File: config.mk
export PLATFORM = sky130hd
export DESIGN_NAME = button_events
export DESIGN_NICKNAME = d
export VERILOG_FILES = /design/src/rtl/button_events.sv
export SDC_FILE = /design/constraint.sdc
export NUM_CORES = 1
export LEC_CHECK = 0
export ABC_CLOCK_PERIOD_IN_PS = 3400
export CAP_MARGIN = 25
export CORE_MARGIN = 1
export CORE_UTILIZATION = 39
export DETAILED_ROUTE_END_ITERATION = 10
export PLACE_DENSITY = 0.63
export SYNTH_ARGS = -nofsm -noshare
export SYNTH_HDL_FRONTEND = slang
export SYNTH_SLANG_ARGS = --single-unit
File: constraint.sdc
create_clock -name clock -period 3.4 [get_ports clock]
set_input_delay 0.51 -clock clock [delete_from_list [all_inputs] [get_ports clock]]
set_output_delay 0.51 -clock clock [all_outputs]
set_load 0.01 [all_outputs]
File: src/rtl/button_events.sv
// Turns the debounced button level into one-cycle press, release, long-press
// and auto-repeat pulses, plus a held level, for the VGA mode/pattern select.
module button_events #(
    parameter int unsigned CNT_W         = 26,
    parameter int unsigned LONG_CYCLES   = 25000000,
    parameter int unsigned REPEAT_CYCLES = 5000000,
    parameter bit          REPEAT_EN     = 1'b1
) (
    input  logic clock,
    input  logic reset,
    input  logic button_i,
    output logic press_o,
    output logic release_o,
    output logic long_o,
    output logic repeat_o,
    output logic held_o
);

    localparam logic [CNT_W-1:0] LONG_LAST   = CNT_W'(LONG_CYCLES - 1);
    localparam logic [CNT_W-1:0] REPEAT_LAST = CNT_W'(REPEAT_CYCLES - 1);

    typedef enum logic [1:0] {
        LOCK   = 2'd0,
        IDLE   = 2'd1,
        PRESS  = 2'd2,
        REPEAT = 2'd3
    } state_t;

    state_t           state_q, state_d;
    logic [CNT_W-1:0] cnt_q, cnt_d;
    logic             press_d, release_d, long_d, repeat_d, held_d;

    // State, hold counter and registered outputs
    always_ff @(posedge clock) begin
        if (!reset) begin
            state_q   <= LOCK;
            cnt_q     <= '0;
            press_o   <= 1'b0;
            release_o <= 1'b0;
            long_o    <= 1'b0;
            repeat_o  <= 1'b0;
            held_o    <= 1'b0;
        end else begin
            state_q   <= state_d;
            cnt_q     <= cnt_d;
            press_o   <= press_d;
            release_o <= release_d;
            long_o    <= long_d;
            repeat_o  <= repeat_d;
            held_o    <= held_d;
        end
    end

    // Next state and counter; release always wins over a terminal count
    always_comb begin
        state_d = state_q;
        cnt_d   = cnt_q;
        case (state_q)
            LOCK: begin
                cnt_d = '0;
                if (!button_i) state_d = IDLE;
            end
            IDLE: begin
                cnt_d = '0;
                if (button_i) state_d = PRESS;
            end
            PRESS: begin
                if (!button_i) begin
                    state_d = IDLE;
                    cnt_d   = '0;
                end else if (cnt_q == LONG_LAST) begin
                    state_d = REPEAT;
                    cnt_d   = '0;
                end else begin
                    cnt_d = CNT_W'(cnt_q + 1'b1);
                end
            end
            REPEAT: begin
                if (!button_i) begin
                    state_d = IDLE;
                    cnt_d   = '0;
                end else if (!REPEAT_EN || cnt_q == REPEAT_LAST) begin
                    cnt_d = '0;
                end else begin
                    cnt_d = CNT_W'(cnt_q + 1'b1);
                end
            end
            default: begin
                state_d = LOCK;
                cnt_d   = '0;
            end
        endcase
    end

    // Pulse decode; registered above so each pulse lands one cycle after its cause
    always_comb begin
        press_d   = 1'b0;
        release_d = 1'b0;
        long_d    = 1'b0;
        repeat_d  = 1'b0;
        held_d    = (state_d == PRESS) || (state_d == REPEAT);
        case (state_q)
            IDLE:    press_d = button_i;
            PRESS: begin
                release_d = !button_i;
                long_d    = button_i && (cnt_q == LONG_LAST);
            end
            REPEAT: begin
                release_d = !button_i;
                repeat_d  = REPEAT_EN && button_i && (cnt_q == REPEAT_LAST);
            end
            default: ;
        endcase
    end

endmodule

==> summary.md, run 1 <==
| Metric | Value |
|---|---|
| Status | complete, no violations |
| Clk slew on worst S/H paths | 0.07 ns |
| Filler instances | 353 |
| RSZ-0062 raised after global routing | no |
| Slew @ Worst Pin | 0.937 ns |
| Reg2reg start | cnt_q[0] |
| EDFF count, synth | 0 |
| Layout net count | 198 |
| Max-cap viol count | 0 |
| Routed vias | 1421 |
| Post-route cell area | 1820 µm² |
| Netlist cell types | 36 |
| WS Path Type | flip-flop to flip-flop |
| VDD IR max | 0.164 mV |
| Hold_buf cts | 0 |
| DR iter-0 viols | 71 |
| Hold Crit Class | flip-flop to flip-flop |
| Global-route wire length before repair | 6310 µm |
| Initial Utilization | 42.4% |
| Reg area | 641 µm² |
| Number of remaining DRC errors | 0 |
| Pin count of the biggest net entering global routing | 17 |
| Netlist area before placement | 1610 µm² |
| Share of post-route cells with drive strength above 1 | 8.90% |
| Final Wtd Congestion | 0.768 |
| WHS Path Cells | 1 |
| Min Hold Slack | 0.484 ns |
| Die area | 4390 µm² |
| Dominant cell type by area after synthesis | dfxtp_1 |
| Worst-Skew Late Latency | 0.29 ns |
| Vert. Die Dim | 66.2 µm |
| Share of the synthesized area in the top cell type | 39.8% |
| Setup violators final | 0 |
| GRT Util Overall | 19.0% |
| Net Count, Synth | 190 |
| Ports | 8 |
| HPWL Detailed | 2540 µm |
| Power Total | 0.000696 W |
| GR Overflow Total | 0 |
| Setup repair bufs after CTS | 0 |
| WL/cell | 15.0 µm |
| Ys flop type | dfxtp_1 |
| Mapped Avg Cell Area | 8.84 µm² |
| Mux cell area share after synthesis | 0% |
| Clk sink count | 32 |
| Top cells by count, synth | dfxtp_1, nand2_1, a21oi_1, a22oi_1 |
| Fin crit share | 74.5% |
| WL final | 3590 µm |
| Post-route ant nets | 0 |
| Xor/xnor share of the synthesized area | 5.99% |
| Ys async rst share | 0% |
| Most numerous cell in the Yosys netlist | dfxtp_1 |
| Worst Path Required | 3.57 ns |
| Rel. slew slack | 37.2% |
| Vias in the first global route | 1406 |
| WHS Endpoint | cnt_q[0] |
| Diodes inserted | 0 |
| Compound-Gate Fraction of Synth Area | 20.1% |
| Area Growth Syn to Fin | 12.8% |
| Core area | 3800 µm² |
| Lkg Pwr | 0.512 nW |
| Drt first pass iters | 5 |
| Site Rows | 22 |
| Hold path start | cnt_q[0] |
| Post-Synthesis Cells | 182 |
| FF+latch count, synth | 32 |
| CTS root buf | clkbuf_8 |
| Setup Skew | 0.00732 ns |
| Synth area leaders | dfxtp_1, a22oi_1, a21oi_1, xnor2_1, ha_1 |
| R2r endpoint | cnt_q[11] |
| Util after Layout | 47.8% |
| Element type at the critical path end | flip-flop |
| CTS Buf Count | 5 |
| Startpoint types | flip-flop |
| CP max FO | 15 |
| Multi-input logic area | 918 µm² |
| R2R Setup Slk | 0.87 ns |
| PortBufs | 7 |
| Fmax | 395 MHz |
| Post-route setup TNS | 0 ns |
| Fin. max-slew vios | 0 |
| DP Area | 1720 µm² |
| H-tree depth | 2 |
| CP Data Arrival Time | 2.71 ns |
| Die width | 66.2 µm |
| Post-synthesis sequential area ratio | 39.8% |
| Post-CTS resize count | 0 |
| TritonCTS clock tree | built |
| Syn. warnings | 0 |
| Count of final hold-check violations | 0 |
| Main combinational cell family by area after synthesis | simple AND/OR/NAND/NOR gates |
| Post-route minimum period | 2.53 ns |
| Post-Synth Adder-Cell Area | 3.89% |
| P per Cell Area | 383 nW/µm² |
| FF-to-FF path depth | 6 |
| Initial antenna violation count | 0 |
| CTS max path bufs | 2 |
| Via density | 5.95 |
| Simple-Gate Fraction of Synth Area | 26.7% |
worst max path at each step:
stage                     startpoint        end  slack (ns)
final                       cnt_q[0]  cnt_q[11]        0.87
after global routing        cnt_q[0]   cnt_q[1]        0.74
after CTS                   cnt_q[0]  cnt_q[11]        0.90
after detailed placement    cnt_q[0]  cnt_q[11]        0.91
after global placement      cnt_q[0]  cnt_q[11]        0.99
after floorplan             cnt_q[0]  cnt_q[24]        1.29
cell families (layout without fill, tap and decap cells):
logic type | count (synthesis) | count (layout)
adders and majority gates | 5 | 5
AOI/OAI and AO/OA | 49 | 49
and+or+nand+nor | 72 | 72
xor gates and xnor gates | 11 | 11
buffers and inverters | 13 | 22
DFF | 32 | 32
critical path: stages (launching register included):
cell	delay, ns
dfxtp_1	0.38
ha_1	0.25
and4_2	0.27
nand4_1	0.19
o31ai_2	0.86
buf_4	0.34
a22oi_1	0.11
cells in the final DEF, fill, tap and decap left out, types with 5 or more instances in the layout:
cell and count:
dfxtp_1 32, nor4_1 5, clkbuf_8 6, o31ai_1 6, nand3_1 9, inv_1 5, o21ai_0 9, xnor2_1 8
ha_1 5, a21oi_1 14, and3_1 5, or3_1 6, clkdlybuf4s50_1 7, nand2_1 15, or4_1 8, nor2_1 5
a22oi_1 11
metal layers:
metal | wire length (µm) | vias up | track usage [%]
li1 | - | 712 | -
met1 | 1710 | 685 | 22.3
met2 | 1730 | 17 | 32.4
met3 | 97 | 7 | 5.34
met4 | 57 | 0 | 7.71
met5 | 0 | - | 0
layout make-up:
class / count / share of cell area, %
timing repair buffer: 9 / 4.69
clock buffer: 6 / 4.55
sequential: 32 / 35.3
inverter: 5 / 1.03
tap: 48 / 3.31
multi-input combinational: 137 / 50.6
clock inverter: 2 / 0.551
flip-flops by register name (all words and copies together) (netlist names):
| name | count |
|---|---|
| cnt_q | 26 |
| held_o | 1 |
| long_o | 1 |
| press_o | 1 |
| release_o | 1 |
| repeat_o | 1 |
| state_q | 1 |
per-stage QoR:
stage                     setup WS (ns)  std cells
after floorplan                    1.29        182
after global placement            0.992        231
after detailed placement          0.914        231
after CTS                         0.900        239
after global routing              0.736        239
final                             0.867        239
power breakdown:
group	switching (W)	internal, W	total, W
clock	0.000142	0.000161	0.000304
combinational	0.00000810	0.00000648	0.0000146
sequential	0.00000145	0.000376	0.000377
total	0.000152	0.000544	0.000696
Note: power is estimated with default switching activity, not from simulation.
==> inputs of run 2 (changes only) <==
--- a/config.mk
+++ b/config.mk
@@ -5,12 +5,12 @@
 export SDC_FILE = /design/constraint.sdc
 export NUM_CORES = 1
 export LEC_CHECK = 0
-export ABC_CLOCK_PERIOD_IN_PS = 3400
+export ABC_CLOCK_PERIOD_IN_PS = 2250
 export CAP_MARGIN = 25
 export CORE_MARGIN = 1
 export CORE_UTILIZATION = 39
 export DETAILED_ROUTE_END_ITERATION = 10
-export PLACE_DENSITY = 0.63
+export PLACE_DENSITY = 0.65
 export SYNTH_ARGS = -nofsm -noshare
 export SYNTH_HDL_FRONTEND = slang
 export SYNTH_SLANG_ARGS = --single-unit
==> constraint.sdc (replaced) <==
create_clock -name clock -period 2.25 [get_ports clock]
set_input_delay 0.3375 -clock clock [delete_from_list [all_inputs] [get_ports clock]]
set_output_delay 0.3375 -clock clock [all_outputs]
set_load 0.01 [all_outputs]
==> summary.md, run 2 (same netlist as run 1, synthesis figures left out) <==
| Metric | Value |
|---|---|
| Global-route wire length before repair | 6120 µm (-3.1%) |
| Hold_buf cts | 0 (unchanged) |
| Final Wtd Congestion | 0.790 (+2.9%) |
| Clk sink count | 32 (unchanged) |
| Count of final hold-check violations | 0 (unchanged) |
| GRT Util Overall | 18.6% (-0.45 points) |
| Routed vias | 1456 (+2.5%) |
| Fin crit share | 94.9% (+20 points) |
| Layout net count | 206 (+4.0%) |
| Die area | 4390 µm² (unchanged) |
| Area Growth Syn to Fin | 18.0% |
| Pin count of the biggest net entering global routing | 18 (+1) |
| Share of post-route cells with drive strength above 1 | 11.6% (+2.7 points) |
| Largest Register | cnt_q |
| HPWL Detailed | 2530 µm (-0.54%) |
| Finished Layout Cells | 247 (+3.3%) |
| Via density | 5.89 (-0.86%) |
| Rel. slew slack | 70.9% (+34 points) |
| Filler instances | 342 (-3.1%) |
| Post-route setup TNS | 0 ns (unchanged) |
| Lkg Pwr | 0.557 nW (+8.7%) |
| WL final | 3500 µm (-2.4%) |
| Clk slew on worst S/H paths | 0.07 ns (about the same) |
| Diodes inserted | 0 (unchanged) |
| Fin. max-slew vios | 0 (unchanged) |
| Ports | 8 (unchanged) |
| Met1 WL | 1610 µm (-5.4%) |
| Die width | 66.2 µm (unchanged) |
| Site Rows | 22 (unchanged) |
| Initial Utilization | 42.4% (unchanged) |
| Post-route minimum period | 2.14 ns (-0.397 ns) |
| Drt first pass iters | 4 (-1) |
| WS Path Type | flip-flop to flip-flop |
| Largest register FFs | 26 (unchanged) |
| Number of remaining DRC errors | 0 (unchanged) |
| CTS Buf Count | 5 (unchanged) |
| Setup repair bufs after CTS | 0 (unchanged) |
| Reg area | 641 µm² (unchanged) |
| CTS root buf | clkbuf_8 |
| P per Cell Area | 551 nW/µm² (+44%) |
| DR WL met3 | 149 µm (+54%) |
| Element type at the critical path end | flip-flop |
| Placed instance count | 239 (+3.5%) |
| Vert. Die Dim | 66.2 µm (unchanged) |
| Hold path start | cnt_q[0] |
| Min Hold Slack | 0.471 ns (-0.0127 ns) |
| Max-cap viol count | 0 (unchanged) |
| Multi-input logic area | 918 µm² (unchanged) |
| Vias in the first global route | 1369 (-2.6%) |
| PortBufs | 7 (unchanged) |
| Setup Skew | 0.00660 ns (-0.000729 ns) |
| Fmax | 468 MHz (+19%) |
| Post-CTS resize count | 0 (unchanged) |
| Most common cell after layout, fill and taps aside | dfxtp_1 |
| CP max FO | 10 (-5) |
| Status | complete, no violations |
| DR iter-0 viols | 125 (+76%) |
| Slew @ Worst Pin | 0.430 ns (-0.506 ns) |
| H-tree depth | 2 (unchanged) |
| Core area | 3800 µm² (unchanged) |
| RSZ-0062 raised after global routing | no |
| Initial antenna violation count | 0 (unchanged) |
| Util after Layout | 50.0% (+2.2 points) |
| Worst-Skew Late Latency | 0.29 ns (about the same) |
| Setup violators final | 0 (unchanged) |
| Post-route ant nets | 0 (unchanged) |
| CTS max path bufs | 2 (unchanged) |
| Startpoint types | flip-flop |
| Crit path from | cnt_q[0] |
| Hold Crit Class | flip-flop to flip-flop |
| Worst Path Required | 2.47 ns (-1.10 ns) |
| VDD IR max | 0.252 mV (+54%) |
| WL/cell | 14.2 µm (-5.6%) |
| Reg2reg start | cnt_q[0] |
| CP Data Arrival Time | 2.36 ns (-0.35 ns) |
| Top layer in use | met4 |
| Commonest cells after routing, fill and taps aside | dfxtp_1, nand2_1, a21oi_1 |
| TritonCTS clock tree | built |
| GR Overflow Total | 0 (unchanged) |
| Met2 Wirelength | 1690 µm (-2.0%) |
[run 2: cell type report]
class	count	share of cell area [%]
multi-input cells	137	48.4
flip-flops and latches	32	33.8
repair buffers	17	8.97
clock buffers	8	4.75
well taps	48	3.16
inverters	5	0.989
[run 2: worst max-delay path, stage by stage (launching register included)]
cell and delay [ns]:
dfxtp_1 0.37, ha_1 0.20, nand4_2 0.11, or4_1 0.69, or4_4 0.56, a22oi_2 0.15
[run 2: per-stage QoR]
step                      setup slack (ns)  total power [W]  cell area, µm²
after global routing               0.00841          0.00109            1900
after global placement               0.161         0.000601            1810
after floorplan                      0.137         0.000593            1610
after detailed placement             0.126         0.000603            1810
final                                0.114          0.00105            1900
after CTS                            0.108          0.00106            1900
[run 2: final timing paths]
kind / to / slack [ns] / cells after the start
worst max-delay path: cnt_q[24] / 0.11 / 5
worst min-delay path: cnt_q[0] / 0.47 / 1
worst max register to register: cnt_q[24] / 0.11 / 5
worst min register to register: cnt_q[0] / 0.47 / 1
[run 2: power breakdown]
group,switching [W],internal [W]
logic,0.0000106,0.00000978
clock network,0.000206,0.000249
registers,0.00000212,0.000568
total,0.000219,0.000827
[run 2: metal layers]
metal,up-vias,global-route usage (%)
met1,703,21.5
li1,722,-
met5,-,0
met3,4,5.34
met2,27,31.1
met4,0,9.04
==> inputs of run 3 (changes only) <==
--- a/config.mk
+++ b/config.mk
@@ -10,6 +10,8 @@
 export CORE_MARGIN = 1
 export CORE_UTILIZATION = 39
 export DETAILED_ROUTE_END_ITERATION = 10
+export GPL_ROUTABILITY_DRIVEN = 1
+export MAX_ROUTING_LAYER = met4
 export PLACE_DENSITY = 0.65
 export SYNTH_ARGS = -nofsm -noshare
 export SYNTH_HDL_FRONTEND = slang
==> summary.md, run 3 (same netlist as run 1, synthesis figures left out) <==
| Metric | Value |
|---|---|
| Status | complete, no violations |
| Worst Path Required | 2.47 ns (about the same) |
| Sw frac | 21.0% (about the same) |
| FF-to-FF path depth | 5 (unchanged) |
| Post-route ant nets | 0 (unchanged) |
| Site Rows | 22 (unchanged) |
| Post-CTS resize count | 0 (unchanged) |
| Post-route minimum period | 2.14 ns (-0.000195 ns) |
| Part of the power in registers | 54.5% (about the same) |
| Die area | 4390 µm² (unchanged) |
| Diodes inserted | 0 (unchanged) |
| P_int | 0.000827 W (about the same) |
| Count of final hold-check violations | 0 (unchanged) |
| Setup Skew | 0.00655 ns (-0.0000459 ns) |
| DP Area | 1810 µm² (unchanged) |
| Startpoint types | flip-flop |
| Number of remaining DRC errors | 0 (unchanged) |
| Fmax | 468 MHz (about the same) |
| Worst-Skew Late Latency | 0.29 ns (about the same) |
| Routed vias | 1456 (unchanged) |
| Post-route cell area | 1900 µm² (unchanged) |
| Largest Register | cnt_q |
| Clk slew on worst S/H paths | 0.07 ns (about the same) |
| WS Path Type | flip-flop to flip-flop |
| Hold Crit Class | flip-flop to flip-flop |
| Filler instances | 342 (unchanged) |
| Drt first pass iters | 4 (unchanged) |
| P per Cell Area | 551 nW/µm² (about the same) |
| Commonest cells after routing, fill and taps aside | dfxtp_1, nand2_1, a21oi_1 |
| GR Overflow Total | 0 (unchanged) |
| Share of post-route cells with drive strength above 1 | 11.6% (unchanged) |
| H-tree depth | 2 (unchanged) |
| Core area | 3800 µm² (unchanged) |
| DR iter-0 viols | 125 (unchanged) |
| Setup violators final | 0 (unchanged) |
| CP max FO | 10 (unchanged) |
| Initial antenna violation count | 0 (unchanged) |
| PortBufs | 7 (unchanged) |
| Post-route setup TNS | 0 ns (unchanged) |
| Vias in the first global route | 1370 (+0.073%) |
| CP Data Arrival Time | 2.36 ns (about the same) |
| Pin count of the biggest net entering global routing | 18 (unchanged) |
| Largest register FFs | 26 (unchanged) |
| Setup repair bufs after CTS | 0 (unchanged) |
| Most common cell after layout, fill and taps aside | dfxtp_1 |
| CTS Buf Count | 5 (unchanged) |
| Rel. slew slack | 70.9% (about the same) |
| Initial Utilization | 42.4% (unchanged) |
| RSZ-0062 raised after global routing | no |
| GRT Util Overall | 19.1% (+0.50 points) |
| Slew @ Worst Pin | 0.430 ns (+0.000000834 ns) |
| HPWL Detailed | 2530 µm (unchanged) |
| WL/cell | 14.2 µm (about the same) |
| Global-route wire length before repair | 6110 µm (-0.11%) |
| WL final | 3500 µm (about the same) |
| CTS root buf | clkbuf_8 |
| Clock share of power | 43.6% (about the same) |
| VDD IR max | 0.252 mV (about the same) |
| Clk sink count | 32 (unchanged) |
| Fin. max-slew vios | 0 (unchanged) |
| Ports | 8 (unchanged) |
| Element type at the critical path end | flip-flop |
| Die width | 66.2 µm (unchanged) |
| Lkg Pwr | 0.557 nW (unchanged) |
| P_sw | 0.000219 W (+0.11%) |
| WHS Path Cells | 1 (unchanged) |
| Max-cap viol count | 0 (unchanged) |
| Vert. Die Dim | 66.2 µm (unchanged) |
| Area Growth Syn to Fin | 18.0% (unchanged) |
| Power share of the combinational group | 1.9% (about the same) |
| Hold_buf cts | 0 (unchanged) |
| Fin crit share | 94.9% (about the same) |
| Via density | 5.89 (unchanged) |
| Layout net count | 206 (unchanged) |
| TritonCTS clock tree | built |
| Final Wtd Congestion | 0.801 (+1.4%) |
| CTS max path bufs | 2 (unchanged) |
-- run 3: power groups by stage --
stage                     Sequential [W]  Clock, W  Combinational [W]
after floorplan                 0.000583         0          0.0000102
after global placement          0.000583         0          0.0000184
after detailed placement        0.000583         0          0.0000201
after CTS                       0.000570  0.000467          0.0000202
after global routing            0.000570  0.000495          0.0000229
final                           0.000570  0.000456          0.0000204
-- run 3: layout make-up --
cell class,count,area [µm²],area share (%)
repair buffers,17,170,8.97
flip-flops and latches,32,641,33.8
inverters,5,18.8,0.989
well taps,48,60.1,3.16
clock buffers,8,90.1,4.75
multi-input cells,137,918,48.4
-- run 3: worst paths after layout --
kind	startpoint	to	slack (ns)
hold / removal	cnt_q[0]	cnt_q[0]	0.47
setup reg to reg	cnt_q[0]	cnt_q[24]	0.11
hold reg to reg	cnt_q[0]	cnt_q[0]	0.47
setup / recovery	cnt_q[0]	cnt_q[24]	0.11
-- run 3: stage by stage --
step                      setup WS (ns)  hold slack (ns)  total power, W  cells  utilization [%]
after floorplan                   0.137            0.414        0.000593    182                -
after global placement            0.161            0.457        0.000601    239             47.6
after detailed placement          0.126            0.467        0.000603    239             47.6
after CTS                         0.108            0.476         0.00106    247             50.0
after global routing            0.00841            0.510         0.00109    247             50.0
final                             0.114            0.471         0.00105    247             50.0
-- run 3: worst max-delay path, stage by stage, from the launching register on --
cell     delay [ns]
dfxtp_1        0.37
ha_1           0.20
nand4_2        0.11
or4_1          0.69
or4_4          0.56
a22oi_2        0.15
-- run 3: layer usage --
layer / global-route usage [%] / share of wire (%) / vias to the layer above
li1: - / - / 722
met1: 21.5 / 46 / 703
met2: 31.1 / 48 / 27
met3: 5.34 / 4.3 / 4
met4: 9.04 / 1.3 / 0
met5: - / 0 / -
